[src/rtl/dff_bist.sv]
// Self-test engine for an external positive-edge D flip-flop.
// Streams PATTERN into D (LSB first), checks Q/Qbar one clock later, and reports errors.
module dff_bist #(
  parameter int             N       = 16,
  parameter logic [N-1:0]   PATTERN = N'(16'hA5C3),
  parameter int             ERR_W   = 8
) (
  input  logic             clk,
  input  logic             rst_n,
  input  logic             start,
  output logic             dut_d,
  input  logic             dut_q,
  input  logic             dut_qbar,
  output logic             busy,
  output logic             done,
  output logic             pass,
  output logic [ERR_W-1:0] err_count,
  output logic [7:0]       fail_index
);

  localparam int               IDX_W   = $clog2(N);
  localparam logic [IDX_W-1:0] LAST    = IDX_W'(N - 1);
  localparam logic [ERR_W-1:0] ERR_MAX = '1;

  typedef enum logic [1:0] {
    IDLE  = 2'd0,
    RUN   = 2'd1,
    FLUSH = 2'd2,
    DONE  = 2'd3
  } state_t;

  state_t           state_q, state_d;
  logic             launch;
  logic [IDX_W-1:0] idx;
  logic [IDX_W-1:0] next_idx;
  logic [IDX_W-1:0] chk_idx;
  logic             exp_bit;
  logic             chk_valid;
  logic             fail_seen;
  logic             mismatch;

  // NOTE: every signal assigned here gets a default first so no latch is inferred.
  always_comb begin
    state_d = state_q;
    launch  = 1'b0;
    case (state_q)
      IDLE, DONE: begin
        if (start) begin
          state_d = RUN;
          launch  = 1'b1;
        end
      end
      RUN:     if (idx == LAST) state_d = FLUSH;
      FLUSH:   state_d = DONE;
      default: state_d = IDLE;
    endcase
  end

  assign next_idx = idx + 1'b1;
  assign mismatch = chk_valid && ((dut_q != exp_bit) || (dut_qbar != ~exp_bit));

  // NOTE: state registers use non-blocking assignments so all flops update together.
  always_ff @(posedge clk or negedge rst_n) begin
    if (!rst_n) state_q <= IDLE;
    else        state_q <= state_d;
  end

  always_ff @(posedge clk or negedge rst_n) begin
    if (!rst_n) begin
      idx        <= '0;
      chk_idx    <= '0;
      exp_bit    <= 1'b0;
      chk_valid  <= 1'b0;
      fail_seen  <= 1'b0;
      dut_d      <= 1'b0;
      err_count  <= '0;
      fail_index <= '0;
    end else begin
      // Check stage: compares the bit launched one clock earlier.
      if (mismatch) begin
        if (err_count != ERR_MAX) err_count <= err_count + 1'b1;
        if (!fail_seen) begin
          fail_index <= 8'(chk_idx);
          fail_seen  <= 1'b1;
        end
      end

      case (state_q)
        RUN: begin
          exp_bit   <= PATTERN[idx];
          chk_idx   <= idx;
          chk_valid <= 1'b1;
          idx       <= next_idx;
          dut_d     <= (idx == LAST) ? 1'b0 : PATTERN[next_idx];
        end
        FLUSH: begin
          chk_valid <= 1'b0;
          dut_d     <= 1'b0;
        end
        default: dut_d <= 1'b0;
      endcase

      // A new run discards previous results; bit 0 is driven in the first RUN cycle.
      if (launch) begin
        idx        <= '0;
        chk_valid  <= 1'b0;
        fail_seen  <= 1'b0;
        err_count  <= '0;
        fail_index <= '0;
        dut_d      <= PATTERN[0];
      end
    end
  end

  assign busy = (state_q == RUN) || (state_q == FLUSH);
  assign done = (state_q == DONE);
  assign pass = done && (err_count == '0);

endmodule
[config.mk]
export PLATFORM = sky130hd
export DESIGN_NAME = dff_bist
export DESIGN_NICKNAME = d
export VERILOG_FILES = /design/src/rtl/dff_bist.sv
export SDC_FILE = /design/constraint.sdc
export NUM_CORES = 1
export LEC_CHECK = 0
export ABC_AREA = 1
export ABC_CLOCK_PERIOD_IN_PS = 1800
export BUFFER_PORTS_ARGS = -buffer_cell sky130_fd_sc_hd__buf_2
export CAP_MARGIN = 10
export CORE_ASPECT_RATIO = 1.25
export CORE_MARGIN = 10
export CORE_UTILIZATION = 35
export CTS_CLUSTER_DIAMETER = 200
export DETAILED_ROUTE_END_ITERATION = 7
export PLACE_DENSITY = 0.59
export RECOVER_POWER = 50
export SKIP_CTS_REPAIR_TIMING = 1
export SYNTH_ARGS = -nofsm -noshare
export SYNTH_HDL_FRONTEND = slang
export SYNTH_SLANG_ARGS = --single-unit
[constraint.sdc]
create_clock -name clk -period 1.8 [get_ports clk]
set_input_delay 0 -clock clk [delete_from_list [all_inputs] [get_ports clk]]
set_output_delay 0 -clock clk [all_outputs]
set_load 0.01 [all_outputs]
==> summary.md, run 1 <==
| Metric | Value |
|---|---|
| Worst vdd ir | 0.446 mV |
| Worst Path Required | between 1.5 and 2 ns |
| Yosys top cell by area | dfrtp_1 |
| Gate power share | 0.449 |
| CTS H-tree depth | 1 |
| Die area | 7280 sq um |
| PortBufs | 20 |
| Critical path's top delay family | simple AND/OR/NAND/NOR gates |
| Crit Path Class | reg2reg |
| Sequential power share | 0.360 |
| Cells along the critical path | inv_1 > ha_1 > nand2_1 > nand2_1 > nor2_4 > nor2_4 > nand2_1 > nand2_1 |
| Mapped Cells | around 190 |
| Hold path startpoint | dut_qbar |
| Least-Margin Pin Slew | roughly 1.4 ns |
| Aggregate routed wire length | 3000 um |
| Number of fill cells | around 460 |
| Peak Freq | 626 MHz |
| CTS Buffer Depth | 2 |
| DR vias/cell | 4.40 |
| Critical path startpoint | state_q[0] |
| DR iter-0 viols | 80 |
| Largest net degree at the start of global routing | 27 |
| Clock buffer count from CTS | 3 |
| Mapped cell area | between 1000 and 1500 sq um |
| Setup total negative slack | 0 ns |
| Fin crit period | 1.60 ns |
| Worst path bufs/invs | 1 |
| Net count of the finished layout | 225 |
| CTS tree | built |
| Slew headroom | 0.0735 |
| CP max stage delay | around 0.42 ns |
| Starting Density | 0.364 |
| Die X | between 70 and 80 um |
| DRC Markers | 0 |
| Syn. warnings | 0 |
| Vias | about 1200 |
| Die H | 93.0 um |
| Cell Count Post-Placement | 262 |
| Switching Fraction | 0.418 |
| Diodes inserted | 0 |
| Wire per inst | 11.2 um |
| Worst-skew pair later-pin latency | 0.27 ns |
| Fin crit share | 0.887 |
| Synth Area per Inst | 7.97 sq um |
| Setup violators final | 0 |
| Clk sinks | 26 |
| Slowest-stage cell, CP | dfrtp_1 |
| Register area share after synthesis | 0.437 |
| P_sw | 0.00107 W |
| Antenna-violating nets left | 0 |
| First-pass GRT wire length | around 5300 um |
| R2r setup slk | 0.20 ns |
| Setup Skew | 0.00220 ns |
| Crit path capture type | flop |
| Clock power share | 0.191 |
| Leakage | roughly 0.94 nW |
| Area Overhead vs Synth | 14.9% |
| Setup crit start kind | flop |
| Total power per unit cell area | 1500 nW/um^2 |
| Std cell rows | 26 |
| Final Hold Fails | 0 |
| Total gr overflow | 0 |
| CTS root buf | clkbuf_8 |
| Netlist cell types | 27 |
| DP HPWL | 2290 um |
| Max Slew Vio Count | 0 |
| RSZ-0062 raised after global routing | no |
| Initial antenna violation count | 0 |
| HP Class | in2reg |
| Final Total Pwr | 0.00257 W |
| Reg2reg start | state_q[0] |
| Status | complete, no violations |
| GRT Util Overall | 0.0865 |
| Synth Register Bits | 26 |
| Post-Layout Cell Count | 267 |
| Top cell by count, worst path | nand2_1 |
| Share of cells above drive strength 1 | 0.147 |
| Core area | 4100 sq um |
| Max Cap Viol | 0 |
| Routability cong. | 0.787 |
| Worst-path clk slew | around 0.09 ns |
| Crit Path Max Fanout | 8 |
| Int Power | between 0.001 and 0.0015 W |
| Vias in the first global route | about 1200 |
| IO Pins | 25 |
| Data arrival, critical path | approximately 1.8 ns |
| Top post-synthesis cells by area | dfrtp_1 44%, nand2_1 20%, ha_1 6.7% |
| Post-synth top area share | 0.437 |
| Pre-antenna DRT Iters | 4 |
-- worst min-delay path: cells and delay by family --
kind / cells / cell delay [ns]
AND/OR/NAND/NOR: 3 / 0.26
buffers and inverters: 1 / 0.09
-- power groups by stage --
stage	Combinational (W)	Sequential (W)	Clock, W
after floorplan	0.000824	0.000957	0
after detailed placement	0.00119	0.000937	0
final	0.00115	0.000926	0.000490
after CTS	0.00120	0.000928	0.000502
after global placement	0.00119	0.000935	0
after global routing	0.00134	0.000959	0.000534
-- Yosys cell counts --
cell / number
nor2_1: 6
xnor2_1: 3
nor4_1: 1
xor2_1: 2
nand4_1: 2
nand2_4: 1
nand4_4: 1
nor2_2: 2
nor2_4: 3
or2_2: 1
clkbuf_1: 1
nand2_2: 1
buf_4: 4
conb_1: 1
dfrtp_1: 26
nand4_2: 1
nand3_1: 9
ha_1: 8
a21oi_1: 3
inv_2: 2
o22ai_1: 3
o21ai_0: 4
inv_1: 20
buf_6: 1
nand2_1: 78
nand3_2: 2
nor3b_1: 1
-- layout by cell type, fill, tap and decap left out --
cell type and instances:
dlygate4sd3_1 1, a21oi_1 3, inv_2 2, bufinv_16 1
inv_1 20, nor2_4 3, nand2_1 78, buf_4 2
nor3b_1 1, conb_1 4, clkbuf_8 3, xnor2_1 3
nand2_2 1, nand4_2 1, nor4_1 1, buf_2 11
nand2_4 1, o21ai_0 4, clkbuf_1 9, nor2_1 6
nand4_4 1, nand3_1 9, nor2_2 2, dfrtp_1 26
xor2_1 2, nand3_2 2, nand4_1 2, o22ai_1 3
or2_2 1, ha_1 8
-- stage by stage --
step	instance area, sq um	hold WS [ns]	setup slack [ns]	util
6_report	1710	0.112	0.203	0.418
5_1_grt	1710	0.135	0.0146	0.418
4_1_cts	1710	-0.258	0.169	0.418
3_5_place_dp	1640	0.0416	0.180	0.400
3_3_place_gp	1640	0.0397	0.244	0.400
2_1_floorplan	1500	-0.296	0.376	-
-- cell type report --
cell class                 count  area, sq um  area share
inverter                      22         82.6      0.0482
multi-input combinational    136          723       0.423
timing repair buffer          23          114      0.0665
clock inverter                 1         30.0      0.0175
clock buffer                   3         41.3      0.0241
sequential                    26          651       0.380
tap                           56         70.1      0.0409
-- path summary, 6_finish.rpt --
check                                endpoint  cells past startpoint
worst max-delay path             err_count[6]                      8
worst min-delay path                fail_seen                      4
worst max register to register   err_count[6]                      8
worst min register to register  fail_index[2]                      2
max in group asynchronous        err_count[3]                      2
min in group asynchronous       fail_index[3]                      2
-- state kept, by name, indices dropped and copies added, names as in the netlist --
name	flops
exp_bit	1
chk_valid	1
chk_idx	4
fail_index	4
err_count	8
idx	4
fail_seen	1
state_q	2
dut_d	1
-- cells by family after synthesis --
| group | count (synthesis) | synth area share |
|---|---|---|
| and+or+nand+nor | 109 | 0.343 |
| adders and majority gates | 8 | 0.0672 |
| xor gates and xnor gates | 5 | 0.0294 |
| other | 1 | 0.00252 |
| buffers and inverters | 28 | 0.0856 |
| DFF | 26 | 0.437 |
| AOI/OAI and AO/OA | 10 | 0.0361 |
-- routing by layer --
layer	share of wire	GRT usage	up-vias
li1	-	-	620
met1	0.46	0.101	531
met3	0.055	0.0184	5
met4	0.022	0.0449	0
met5	0	0	-
met2	0.46	0.144	18
Note: power is estimated with default switching activity, not from simulation.
==> run 2: changes to the inputs <==
- ABC_CLOCK_PERIOD_IN_PS: 1800 -> 1440
- PLACE_DENSITY: 0.59 -> 0.61
- clock period: 1.8 -> 1.44 ns (I/O delays scaled with it)
==> summary.md, run 2 (synthesized netlist as in run 1, its figures left out) <==
| Metric | Value |
|---|---|
| Placement Cell Area | 1700 sq um |
| DP HPWL | 2290 um |
| Status | complete, but fails checks |
| IO Pins | 25 |
| DR iter-0 viols | 86 |
| Worst vdd ir | approximately 0.9 mV |
| Vias | 1257 |
| Worst path bufs/invs | 3 |
| Die area | 7280 sq um |
| Worst-skew pair later-pin latency | 0.27 ns |
| CTS H-tree depth | 1 |
| Design Area, Final | 1910 sq um |
| Starting Density | 0.364 |
| Cell Count Post-Placement | 270 |
| Crit Path Max Fanout | 4 |
| Fin crit share | 1.02 |
| Std cell rows | 26 |
| Failing checks | setup timing |
| Int Power | about 0.0022 W |
| Slowest-stage cell, CP | dfrtp_1 |
| Final worst-path setup slack | -0.0281 ns |
| CTS root buf | clkbuf_8 |
| CTS Buffer Depth | 2 |
| Total gr overflow | 0 |
| Core area | 4100 sq um |
| Pre-antenna DRT Iters | 4 |
| Max Cap Viol | 0 |
| Slew headroom | 0.579 |
| Largest net degree at the start of global routing | 27 |
| CTS tree | built |
| Crit Path Class | reg2out |
| Diodes inserted | 0 |
| Setup crit start kind | flop |
| Initial antenna violation count | 0 |
| CP max stage delay | 0.41 ns |
| Most frequent cells in the layout | 75 x nand2_1, 26 x dfrtp_1, 16 x inv_1, 16 x buf_2, 12 x buf_4 |
| P_sw | approximately 0.0015 W |
| Vias in the first global route | 1233 |
| DRC Markers | 0 |
| HP Class | in2reg |
| Total power per unit cell area | 1940 nW/um^2 |
| Switching Fraction | 0.405 |
| Critical path's top delay family | flip-flops |
| Die H | slightly above 90 um |
| Worst-path clk slew | 0.09 ns |
| Max Slew Vio Count | 0 |
| PortBufs | 20 |
| Least-Margin Pin Slew | 0.631 ns |
| Die X | 78.4 um |
| Aggregate routed wire length | between 3000 and 4000 um |
| Clk sinks | 26 |
| Fin crit period | 1.47 ns |
| Clock buffer count from CTS | 3 |
| Fin util | 0.467 |
| Setup Skew | 0.00491 ns |
| Setup violators final | 1 |
| First-pass GRT wire length | 5290 um |
| Max FFs per register | 8 |
| Clock power share | 0.164 |
| Most common cell after layout, fill and taps aside | nand2_1 |
| Leakage | ~1.1 nW |
| Data arrival, critical path | 1.47 ns |
| Crit path capture type | output port |
| Sequential power share | 0.310 |
| Antenna-violating nets left | 0 |
| Net count of the finished layout | 239 |
| Peak Freq | 681 MHz |
| Routability cong. | ~0.79 |
| Cells along the critical path | buf_6 > inv_4 > ha_4 > nand4_1 > nor4_2 > buf_2 |
| GRT Util Overall | 0.0859 |
| Area Overhead vs Synth | 28.5% |
| Post-Layout Cell Count | around 280 |
| Wire per inst | 11.4 um |
| DR vias/cell | 4.47 |
| RSZ-0062 raised after global routing | yes |
| Worst Path Required | 1.44 ns |
| Share of cells above drive strength 1 | 0.284 |
| Biggest register | err_count |
| Final Hold Fails | 0 |
| Gate power share | 0.526 |
## run 2: cell count changes in the layout (fill, tap and decap cells not counted), sizes merged
cell    change
buf        +19
clkbuf      -5
## run 2: per-stage QoR
step	hold WS, ns	worst slack [ns]	TNS (ns)	power (W)
after detailed placement	0.0431	-0.0662	-0.737	0.00282
after CTS	-0.259	-0.0994	-1.23	0.00344
final	0.0801	-0.0281	-0.0281	0.00372
after global routing	0.113	-0.0930	-0.271	0.00408
after global placement	0.0396	-0.0255	-0.0946	0.00280
after floorplan	-0.296	0.0162	0	0.00223
## run 2: worst paths after layout
check / from / end / slack, ns / cells after the start
worst max-delay path: err_count[0] / pass / -0.03 / 6
worst min-delay path: start / fail_seen / 0.08 / 4
worst max register to register: state_q[0] / err_count[4] / 0.06 / 8
worst min register to register: chk_idx[3] / fail_index[3] / 0.47 / 2
max in group asynchronous: rst_n / exp_bit / 0.76 / 2
min in group asynchronous: rst_n / idx[2] / 0.28 / 2
## run 2: power by group through the flow
| stage | clock, W | combinational [W] | sequential (W) |
|---|---|---|---|
| finish | 0.000608 | 0.00196 | 0.00115 |
| global route | 0.000650 | 0.00224 | 0.00118 |
| CTS | 0.000625 | 0.00168 | 0.00113 |
| detailed placement | 0 | 0.00168 | 0.00115 |
| global placement | 0 | 0.00166 | 0.00114 |
| floorplan | 0 | 0.00103 | 0.00120 |
## run 2: worst reg2reg max path, stage by stage (launching register included)
cell,delay [ns]
dfrtp_1,0.41
inv_2,0.06
ha_4,0.28
nand2_4,0.08
buf_4,0.15
nand4_4,0.09
nand2_4,0.09
nand2_1,0.07
nand2_1,0.05
## run 2: per-layer routing
layer,GRT usage,vias up,share of wire
li1,-,646,-
met1,0.0963,580,0.45
met2,0.146,24,0.48
met3,0.0193,7,0.044
met4,0.0479,0,0.025
met5,0,-,0
## run 2: final cells by class
class | count | area (sq um)
clock buffers | 3 | 41.3
well taps | 56 | 70.1
repair buffers | 37 | 241
flip-flops and latches | 26 | 651
fillers | 427 | 2180
multi-input cells | 136 | 793
clock inverters | 1 | 30.0
inverters | 22 | 87.6
==> run 3: changes to the inputs <==
- CORE_UTILIZATION: 35 -> 25
- PLACE_DENSITY: 0.61 -> 0.48
==> summary.md, run 3 (synthesized netlist as in run 1, its figures left out) <==
| Metric | Value |
|---|---|
| GR Util met1 | 0.0909 |
| RSZ-0062 raised after global routing | yes |
| Pre-antenna DRT Iters | 4 |
| Setup Skew | 0.00346 ns |
| Net count of the finished layout | 237 |
| CTS root buf | clkbuf_8 |
| Worst slack, placed | -0.0487 ns |
| Slowest-stage cell, CP | dfrtp_1 |
| Leakage | between 1 and 1.5 nW |
| Setup violators final | 1 |
| Clk sinks | 26 |
| GRT Util Overall | 0.0702 |
| Clock buffer count from CTS | 3 |
| Design Area, Final | 1890 sq um |
| Final Hold Fails | 0 |
| Crit Path Class | reg2out |
| CP endpoint | pass |
| Antenna-violating nets left | 0 |
| Worst vdd ir | around 0.75 mV |
| HP Class | in2reg |
| DP HPWL | about 2500 um |
| Fin crit share | 1.02 |
| Die area | 9470 sq um |
| Peak Freq | between 600 and 700 MHz |
| Worst-skew pair later-pin latency | 0.28 ns |
| Total power per unit cell area | 1890 nW/um^2 |
| CTS Buffer Depth | 2 |
| Diodes inserted | 0 |
| Data arrival, critical path | 1.47 ns |
| PortBufs | 20 |
| Status | complete, but fails checks |
| Crit Path Max Fanout | 3 |
| Critical path startpoint | err_count[1] |
| Area Overhead vs Synth | 26.6% |
| Failing checks | setup timing |
| DR vias/cell | between 4 and 5 |
| Met2 Resource Use GR | 0.109 |
| Worst-path clk slew | ~0.090 ns |
| Post-Layout Cell Count | between 200 and 300 |
| Reg2reg end | err_count[7] |
| Wire per inst | around 12 um |
| Die X | 89.1 um |
| Final worst-path setup slack | -0.0306 ns |
| Number of fill cells | between 500 and 600 |
| Vias | 1247 |
| Cells along the critical path | buf_6 > inv_4 > ha_4 > nand4_1 > nor4_1 > buf_2 |
| CTS H-tree depth | 1 |
| Global route hottest layer | met2 |
| Reg2reg start | state_q[0] |
| Aggregate routed wire length | 3360 um |
| R2r setup slk | 0.08 ns |
| Largest net degree at the start of global routing | 27 |
| Die H | between 100 and 150 um |
| Biggest register | err_count |
| Least-Margin Pin Slew | 0.679 ns |
| Max FFs per register | 8 |
| Worst Path Required | 1.44 ns |
| Total gr overflow | 0 |
| Starting Density | 0.258 |
| Routability cong. | 0.762 |
| IO Pins | 25 |
| First-pass GRT wire length | 5420 um |
| R2r worst-path depth | 7 |
| Placement Cell Area | 1710 sq um |
| Slew headroom | 0.547 |
| Most frequent cells in the layout | 76 x nand2_1, 26 x dfrtp_1, 16 x inv_1 |
| GR Layer Usage met3 | 0.00917 |
| DRC Markers | 0 |
| Share of cells above drive strength 1 | 0.269 |
| Fin crit period | 1.47 ns |
| Std cell rows | 31 |
| Vias in the first global route | 1133 |
| Cell Count Post-Placement | 280 |
| Setup crit start kind | flop |
| Max Slew Vio Count | 0 |
| CTS tree | built |
| Most common cell after layout, fill and taps aside | nand2_1 |
| CP max stage delay | 0.40 ns |
| Max Cap Viol | 0 |
| Initial antenna violation count | 0 |
| Core area | 5780 sq um |
| Crit path capture type | output port |
| DR iter-0 viols | 49 |
-- run 3: changes by cell type in the layout (fill, tap and decap cells not counted), sizes merged --
cell | before | now
buf | 32 | 29
clkbuf | 7 | 9
bufinv | 1 | 0
-- run 3: through the flow --
step                      total power, W  hold WS (ns)  TNS, ns  utilization
after floorplan                  0.00223        -0.296        0            -
after global placement           0.00284        0.0527  -0.0330        0.297
after detailed placement         0.00285        0.0544   -0.285        0.297
after CTS                        0.00335        -0.253   -0.656        0.306
after global routing             0.00387         0.140   -0.242        0.326
final                            0.00356         0.105  -0.0306        0.326
-- run 3: layout make-up --
type                    count  area, sq um  area share
multi-input cells         136          793       0.420
flip-flops and latches     26          651       0.345
repair buffers             35          218       0.115
inverters                  22         87.6      0.0464
well taps                  66         82.6      0.0438
clock buffers               4         55.1      0.0292
-- run 3: where the power goes --
| group | switching (W) | internal (W) | total, W |
|---|---|---|---|
| clock network | 0.000249 | 0.000245 | 0.000494 |
| registers | 0.000188 | 0.000967 | 0.00115 |
| logic | 0.00108 | 0.000829 | 0.00191 |
| total | 0.00152 | 0.00204 | 0.00356 |
-- run 3: how the worst min path moves through the flow --
stage / from / end / slack (ns) / cells past startpoint
after detailed placement: rst_n / err_count[4] / 0.05 / 1
after global routing: dut_qbar / fail_seen / 0.14 / 4
after global placement: rst_n / err_count[4] / 0.05 / 1
after floorplan: rst_n / chk_idx[0] / -0.30 / 0
final: dut_qbar / fail_seen / 0.11 / 4
after CTS: rst_n / err_count[4] / -0.25 / 1
-- run 3: routing by layer --
metal | routed length [um] | vias up
met5 | 0 | -
met4 | 55 | 0
met3 | 106 | 4
met2 | 1590 | 17
met1 | 1610 | 579
li1 | - | 647
-- run 3: worst max-delay path: cells and delay by family (launching register included) --
kind,cells,cell delay [ns]
adders and majority gates,1,0.12
and+or+nand+nor,2,0.32
buffers and inverters,3,0.36
DFF,1,0.40
